**src/rtl/regfile_pkg.sv**
```systemverilog
// Shared constants and types for the 4x16 register file front end.
package regfile_pkg;
   localparam int DW   = 16;
   localparam int NREG = 4;
   localparam int AW   = 2;

   typedef struct packed {
      logic [AW-1:0] addr;
      logic [DW-1:0] data;
   } wr_req_t;

   typedef enum logic {PRI_A = 1'b0, PRI_B = 1'b1} rr_pri_e;

   function automatic logic [NREG-1:0] addr2onehot(input logic [AW-1:0] a);
      logic [NREG-1:0] oh;
      oh    = '0;
      oh[a] = 1'b1;
      return oh;
   endfunction
endpackage

```
**src/rtl/regfile_access_ctrl_if.sv**
```systemverilog
// Bus bundle between the regfile front end, its two writers, the read client and the regfile.
interface regfile_access_ctrl_if;
   import regfile_pkg::*;

   logic            wa_valid;
   logic [AW-1:0]   wa_addr;
   logic [DW-1:0]   wa_data;
   logic            wa_ready;
   logic            wb_valid;
   logic [AW-1:0]   wb_addr;
   logic [DW-1:0]   wb_data;
   logic            wb_ready;
   logic            rd_req_valid;
   logic            rd_req_ready;
   logic [AW-1:0]   rd_addr;
   logic [AW-1:0]   rs_addr;
   logic [NREG-1:0] rf_reg_en;
   logic [DW-1:0]   rf_source;
   logic [AW-1:0]   rf_rd;
   logic [AW-1:0]   rf_rs;
   logic [DW-1:0]   rf_rd_q;
   logic [DW-1:0]   rf_rs_q;
   logic [DW-1:0]   rd_data;
   logic [DW-1:0]   rs_data;
   logic            rd_rsp_valid;

   modport slave (
      input  wa_valid, wa_addr, wa_data, wb_valid, wb_addr, wb_data,
             rd_req_valid, rd_addr, rs_addr, rf_rd_q, rf_rs_q,
      output wa_ready, wb_ready, rd_req_ready, rf_reg_en, rf_source,
             rf_rd, rf_rs, rd_data, rs_data, rd_rsp_valid
   );

   modport master (
      output wa_valid, wa_addr, wa_data, wb_valid, wb_addr, wb_data,
             rd_req_valid, rd_addr, rs_addr, rf_rd_q, rf_rs_q,
      input  wa_ready, wb_ready, rd_req_ready, rf_reg_en, rf_source,
             rf_rd, rf_rs, rd_data, rs_data, rd_rsp_valid
   );
endinterface

```
**src/rtl/regfile_access_ctrl_rr_arbiter2.sv**
```systemverilog
// Two-requester round-robin arbiter; grant is combinational and one-hot, the pointer moves only on a grant.
import regfile_pkg::*;

module rr_arbiter2 (
   input  logic       clk,
   input  logic       rst,
   input  logic [1:0] req,
   output logic [1:0] gnt
);
   rr_pri_e pri;

   always_comb begin
      gnt = 2'b00;
      if (req[0] && (!req[1] || pri == PRI_A)) gnt = 2'b01;
      else if (req[1])                           gnt = 2'b10;
   end

   always_ff @(posedge clk or negedge rst) begin
      if (!rst)        pri <= PRI_A;
      else if (gnt[0]) pri <= PRI_B;
      else if (gnt[1]) pri <= PRI_A;
   end
endmodule

```
**src/rtl/regfile_access_ctrl.sv**
```systemverilog
// Regfile front end: arbitrated write port, two-stage read pipeline, write/read hazard handling.
// Define WR_BYPASS_EN to resolve hazards by forwarding write data instead of stalling the read.
import regfile_pkg::*;

module regfile_access_ctrl (
   input  logic                  clk,
   input  logic                  rst,
   regfile_access_ctrl_if.slave  bus
);
   logic [1:0]      gnt;
   wr_req_t         wr_sel;
   logic            wr_any;
   logic            haz_rd;
   logic            haz_rs;
   logic            rd_acc;

   logic [NREG-1:0] rf_reg_en_p1;
   logic [DW-1:0]   rf_source_p1;
   logic            vld_p1;
   logic            vld_p2;
   logic [AW-1:0]   rf_rd_p1;
   logic [AW-1:0]   rf_rs_p1;

   rr_arbiter2 u_arb (
      .clk (clk),
      .rst (rst),
      .req ({bus.wb_valid, bus.wa_valid}),
      .gnt (gnt)
   );

   assign bus.wa_ready = gnt[0];
   assign bus.wb_ready = gnt[1];
   assign wr_any       = |gnt;

   always_comb begin
      wr_sel.addr = gnt[1] ? bus.wb_addr : bus.wa_addr;
      wr_sel.data = gnt[1] ? bus.wb_data : bus.wa_data;
   end

   assign haz_rd = wr_any && (wr_sel.addr == bus.rd_addr);
   assign haz_rs = wr_any && (wr_sel.addr == bus.rs_addr);

`ifdef WR_BYPASS_EN
   assign bus.rd_req_ready = 1'b1;
`else
   // The write wins: the read waits one cycle so it samples the committed value.
   assign bus.rd_req_ready = !(haz_rd || haz_rs);
`endif
   assign rd_acc = bus.rd_req_valid && bus.rd_req_ready;

   // ---- stage p1: write issue and read select ----
   always_ff @(posedge clk or negedge rst) begin
      if (!rst) begin
         rf_reg_en_p1 <= '0;
         rf_source_p1 <= '0;
         vld_p1       <= 1'b0;
         rf_rd_p1     <= '0;
         rf_rs_p1     <= '0;
      end else begin
         rf_reg_en_p1 <= wr_any ? addr2onehot(wr_sel.addr) : '0;
         if (wr_any) rf_source_p1 <= wr_sel.data;
         vld_p1 <= rd_acc;
         if (rd_acc) begin
            rf_rd_p1 <= bus.rd_addr;
            rf_rs_p1 <= bus.rs_addr;
         end
      end
   end

   // ---- stage p2: response valid, regfile data arrives ----
   always_ff @(posedge clk or negedge rst) begin
      if (!rst) vld_p2 <= 1'b0;
      else      vld_p2 <= vld_p1;
   end

   assign bus.rf_reg_en    = rf_reg_en_p1;
   assign bus.rf_source    = rf_source_p1;
   assign bus.rf_rd        = rf_rd_p1;
   assign bus.rf_rs        = rf_rs_p1;
   assign bus.rd_rsp_valid = vld_p2;

`ifdef WR_BYPASS_EN
   logic          byp_rd_p1, byp_rs_p1, byp_rd_p2, byp_rs_p2;
   logic [DW-1:0] byp_data_p1, byp_data_p2;

   // ---- bypass flags travel with the read through p1/p2 ----
   always_ff @(posedge clk or negedge rst) begin
      if (!rst) begin
         byp_rd_p1   <= 1'b0;
         byp_rs_p1   <= 1'b0;
         byp_data_p1 <= '0;
         byp_rd_p2   <= 1'b0;
         byp_rs_p2   <= 1'b0;
         byp_data_p2 <= '0;
      end else begin
         byp_rd_p1   <= rd_acc && haz_rd;
         byp_rs_p1   <= rd_acc && haz_rs;
         byp_data_p1 <= wr_sel.data;
         byp_rd_p2   <= byp_rd_p1;
         byp_rs_p2   <= byp_rs_p1;
         byp_data_p2 <= byp_data_p1;
      end
   end

   assign bus.rd_data = !vld_p2 ? '0 : (byp_rd_p2 ? byp_data_p2 : bus.rf_rd_q);
   assign bus.rs_data = !vld_p2 ? '0 : (byp_rs_p2 ? byp_data_p2 : bus.rf_rs_q);
`else
   assign bus.rd_data = vld_p2 ? bus.rf_rd_q : '0;
   assign bus.rs_data = vld_p2 ? bus.rf_rs_q : '0;
`endif
endmodule

```
**src/flat_wrapper.sv**
```systemverilog
// flat-port wrapper written by rule: the top's interface ports become plain ports
module regfile_access_ctrl_flat 
  (clk, rst, bus_wa_valid, bus_wa_addr, bus_wa_data, bus_wb_valid, bus_wb_addr, bus_wb_data, bus_rd_req_valid, bus_rd_addr, bus_rs_addr, bus_rf_rd_q, bus_rf_rs_q, bus_wa_ready, bus_wb_ready, bus_rd_req_ready, bus_rf_reg_en, bus_rf_source, bus_rf_rd, bus_rf_rs, bus_rd_data, bus_rs_data, bus_rd_rsp_valid);
  regfile_access_ctrl_if bus_i ();
  input  logic clk;
  input  logic rst;
  input wire logic [$bits(bus_i.wa_valid)-1:0] bus_wa_valid;
  input wire logic [$bits(bus_i.wa_addr)-1:0] bus_wa_addr;
  input wire logic [$bits(bus_i.wa_data)-1:0] bus_wa_data;
  input wire logic [$bits(bus_i.wb_valid)-1:0] bus_wb_valid;
  input wire logic [$bits(bus_i.wb_addr)-1:0] bus_wb_addr;
  input wire logic [$bits(bus_i.wb_data)-1:0] bus_wb_data;
  input wire logic [$bits(bus_i.rd_req_valid)-1:0] bus_rd_req_valid;
  input wire logic [$bits(bus_i.rd_addr)-1:0] bus_rd_addr;
  input wire logic [$bits(bus_i.rs_addr)-1:0] bus_rs_addr;
  input wire logic [$bits(bus_i.rf_rd_q)-1:0] bus_rf_rd_q;
  input wire logic [$bits(bus_i.rf_rs_q)-1:0] bus_rf_rs_q;
  output wire logic [$bits(bus_i.wa_ready)-1:0] bus_wa_ready;
  output wire logic [$bits(bus_i.wb_ready)-1:0] bus_wb_ready;
  output wire logic [$bits(bus_i.rd_req_ready)-1:0] bus_rd_req_ready;
  output wire logic [$bits(bus_i.rf_reg_en)-1:0] bus_rf_reg_en;
  output wire logic [$bits(bus_i.rf_source)-1:0] bus_rf_source;
  output wire logic [$bits(bus_i.rf_rd)-1:0] bus_rf_rd;
  output wire logic [$bits(bus_i.rf_rs)-1:0] bus_rf_rs;
  output wire logic [$bits(bus_i.rd_data)-1:0] bus_rd_data;
  output wire logic [$bits(bus_i.rs_data)-1:0] bus_rs_data;
  output wire logic [$bits(bus_i.rd_rsp_valid)-1:0] bus_rd_rsp_valid;
  assign bus_i.wa_valid = bus_wa_valid;
  assign bus_i.wa_addr = bus_wa_addr;
  assign bus_i.wa_data = bus_wa_data;
  assign bus_i.wb_valid = bus_wb_valid;
  assign bus_i.wb_addr = bus_wb_addr;
  assign bus_i.wb_data = bus_wb_data;
  assign bus_i.rd_req_valid = bus_rd_req_valid;
  assign bus_i.rd_addr = bus_rd_addr;
  assign bus_i.rs_addr = bus_rs_addr;
  assign bus_i.rf_rd_q = bus_rf_rd_q;
  assign bus_i.rf_rs_q = bus_rf_rs_q;
  assign bus_wa_ready = bus_i.wa_ready;
  assign bus_wb_ready = bus_i.wb_ready;
  assign bus_rd_req_ready = bus_i.rd_req_ready;
  assign bus_rf_reg_en = bus_i.rf_reg_en;
  assign bus_rf_source = bus_i.rf_source;
  assign bus_rf_rd = bus_i.rf_rd;
  assign bus_rf_rs = bus_i.rf_rs;
  assign bus_rd_data = bus_i.rd_data;
  assign bus_rs_data = bus_i.rs_data;
  assign bus_rd_rsp_valid = bus_i.rd_rsp_valid;
  regfile_access_ctrl u_core (.clk(clk), .rst(rst), .bus(bus_i));
endmodule
```
**config.mk**
```make
export PLATFORM = sky130hd
export DESIGN_NAME = regfile_access_ctrl_flat
export DESIGN_NICKNAME = d
export VERILOG_FILES = /design/src/rtl/regfile_pkg.sv /design/src/rtl/regfile_access_ctrl_if.sv /design/src/rtl/regfile_access_ctrl_rr_arbiter2.sv /design/src/rtl/regfile_access_ctrl.sv /design/src/flat_wrapper.sv
export SDC_FILE = /design/constraint.sdc
export NUM_CORES = 1
export LEC_CHECK = 0
export ABC_AREA = 1
export BUFFER_PORTS_ARGS = -buffer_cell sky130_fd_sc_hd__buf_4
export CORE_MARGIN = 10
export CORE_UTILIZATION = 35
export CTS_CLUSTER_SIZE = 8
export DETAILED_ROUTE_END_ITERATION = 8
export PLACE_DENSITY = 0.79
export SETUP_SLACK_MARGIN = 0.1
export SLEW_MARGIN = 10
export SYNTH_ARGS = -nofsm -noshare
export SYNTH_HDL_FRONTEND = slang
export SYNTH_SLANG_ARGS = --single-unit
```
**constraint.sdc**
```tcl
create_clock -name clk -period 1.7 [get_ports clk]
set_clock_uncertainty 0.1 [all_clocks]
set_input_delay 0.34 -clock clk [delete_from_list [all_inputs] [get_ports clk]]
set_output_delay 0.34 -clock clk [all_outputs]
set_load 0.005 [all_outputs]
```
==> results_dict.tcl <==
set metrics [dict create \
    hold_path.class "input pin to flop" \
    combPwrFrac_pct 39.9 \
    violations "setup timing" \
    clock_sinks 27 \
    p_per_area_nw_per_um2 653 \
    drv_cap 0 \
    dp_hpwl_mm 4.90 \
    ir_worst_vdd_uv 327 \
    grt_start_max_net_pins 34 \
    max_freq_mhz 503 \
    slew_headroom_pct 75.6 \
    leakagePower_nw 1.80 \
    wl_mm 6.16 \
    io_pins 137 \
    root_buffer "clkbuf_8" \
    clkLatencyLatePin_ps 270 \
    setup_ws_ps -287 \
    min_period_ps 1990 \
    netlist.area_leader.share_pct 43.4 \
    drc_errors 0 \
    synthesis.nets 304 \
    fin_nets 452 \
    postSynthCellCount 227 \
    grt_pass1_wl_mm 8.96 \
    ys_ff_latch 27 \
    synth.distinct_cells 16 \
    seq_power_share_pct 40.9 \
    die_h_um 86.7 \
    seq_area_frac_synth_pct 43.4 \
    cell_internal_pwr_mw 1.30 \
    place_inst 417 \
    post-route-period-util_pct 117 \
    synthesis.area_um2 1560 \
    synth_area_leaders "dfrtp_1 (43%), nand2_1 (23%), inv_1 (11%)" \
    die-area_um2 7520 \
    placementRows 24 \
    finalPower_mw 1.88 \
    finalInstanceArea_um2 2870 \
    drtAntennaViolNets 0 \
    yosys_warnings 0 \
    start_util_pct 36.0 \
    path_clk_slew_ps 100 \
    p_sw_mw 0.572 \
    cp-end-kind "output pin" \
    grtUsageTotal_pct 14.6 \
    finalHoldViolations 0 \
    syn2layout_area_growth_pct 84.5 \
    gp_congestion 0.763 \
    ff2ff_path_depth 10 \
    outcome "finished with violations" \
    die_w_um 86.7 \
    cts_buffers 3 \
    setup_tns_ps -351 \
    fin_cells 426 \
    viasPerCell 4.41 \
    port_buffers 136 \
    required_ps 1260 \
    wl_per_cell_um 14.5 \
    cts_tree "done" \
    yosysTopAreaCell "dfrtp_1" \
    tightest_slew_ps 366 \
    cts-htree-levels 1 \
    arrival_ps 1550 \
    route.vias.total 1877 \
    startpoint_type "flop" \
    pre_cts_ws_ps -57.0 \
    holdWs_ps 181 \
    clockBufferDepth 2 \
    critPathKind "flop to output pin" \
    drive_gt1_share_pct 48.7 \
    drt-initial-drc-count 40 \
    grt_setup_unrepaired "yes" \
    overflow 0 \
    finalMaxSlewViolations 0 \
    utilization_pct 66.5 \
    n_antenna_cell 0 \
    clock_power_share_pct 19.2 \
    core_area_um2 4320 \
    synth_area_per_cell_um2 6.86 \
    placed_area_um2 2680 \
    crit_path_max_fanout 4 \
    antenna_found_initial 0 \
    n_fill_cell 392 \
    grt_pass1_vias 1772 \
    p_sw_share_pct 30.5 \
    setup_violations 2 \
    drt_first_pass_iters 4 \
    hold_path_depth 3 \
]
-- layout make-up --
type | instances | area (um^2) | area share, %
Sequential cell | 27 | 677 | 23.6
Clock inverter | 1 | 5.00 | 0.174
Timing Repair Buffer | 150 | 1170 | 40.8
Clock buffer | 3 | 41.3 | 1.44
Inverter | 49 | 194 | 6.75
Tap cell | 52 | 65.1 | 2.26
Multi-Input combinational cell | 144 | 719 | 25.0
-- worst max-delay path, cell delays in order, from the launching register on --
cell and delay, ps:
dfrtp_2 450, o21ai_4 220, nand2_2 120, nand2_2 90, nand2_2 50, nand2_2 70
nand3_4 70, nand2_2 70, inv_2 30, buf_6 100
-- registers in the layout (all words and copies together) (netlist names) --
register and flops:
u_core.bus.rd_rsp_valid 1, u_core.u_arb.pri 1, u_core.vld_p1 1, u_core.bus.rf_source 16, u_core.bus.rf_rs 2, u_core.bus.rf_reg_en 4, u_core.bus.rf_rd 2
-- layout by cell type (no fill, tap or decap), drive strengths merged --
| cell type | count |
|---|---|
| buf | 149 |
| nand2 | 105 |
| inv | 48 |
| nand3 | 29 |
| dfrtp | 27 |
| nand4 | 4 |
| nor3 | 4 |
| clkbuf | 3 |
| clkinv | 2 |
| o21ai | 1 |
| nor2 | 1 |
| dlygate4sd3 | 1 |
-- layer usage --
metal | wire length (um) | GRT usage, %
met5 | 0 | 0
met3 | 545 | 4.78
met2 | 3190 | 27.9
met1 | 2410 | 15.3
met4 | 12 | 1.77
-- Yosys cell counts --
cell and instances:
nand2_1 97, inv_1 45, dfrtp_1 27, nand3_1 24, nand2_2 7, clkbuf_1 5, nand4_1 4, nor3_1 4
nand3_2 3, buf_2 2, clkinv_1 2, inv_2 2, nand3_4 2, nand2_4 1, nor2_4 1, o21ai_2 1
-- cell families (layout without fill, tap and decap cells) --
group                  Yosys count  after routing  synth area share, %
AOI/OAI and AO/OA                1              1                0.562
and+or+nand+nor                143            143                 42.4
DFF                             27             27                 43.4
buffers and inverters           56            203                 13.7
-- power by group through the flow --
stage               clock network [mW]  logic (mW)  registers, mW
CTS                              0.371       0.740          0.767
global placement                     0       0.684          0.774
finish                           0.359       0.748          0.768
floorplan                            0       0.237          0.784
detailed placement                   0       0.697          0.778
global route                     0.396       0.822          0.776
-- path summary, 6_finish.rpt --
path / slack (ps) / start / to
worst max-delay path: -290 / u_core.u_arb.pri / bus_rd_req_ready
worst min-delay path: 180 / bus_wa_data[7] / u_core.bus.rf_source[7]
worst max register to register: 70 / u_core.u_arb.pri / u_core.bus.rf_rd[0]
worst min register to register: 250 / u_core.vld_p1 / u_core.bus.rd_rsp_valid
max in group asynchronous: 790 / rst / u_core.u_arb.pri
min in group asynchronous: 420 / rst / u_core.bus.rf_source[5]
-- repair_timing --
item / CTS / global route
hold endpoints to repair: 27 / 0
endpoints found under the setup margin: 12 / 17
pin swaps: 7 / 14
hold buffers: 1 / 0
resized for setup: 14 / 15
buffers inserted: 6 / 3
Power figures use the tool's default switching activity.
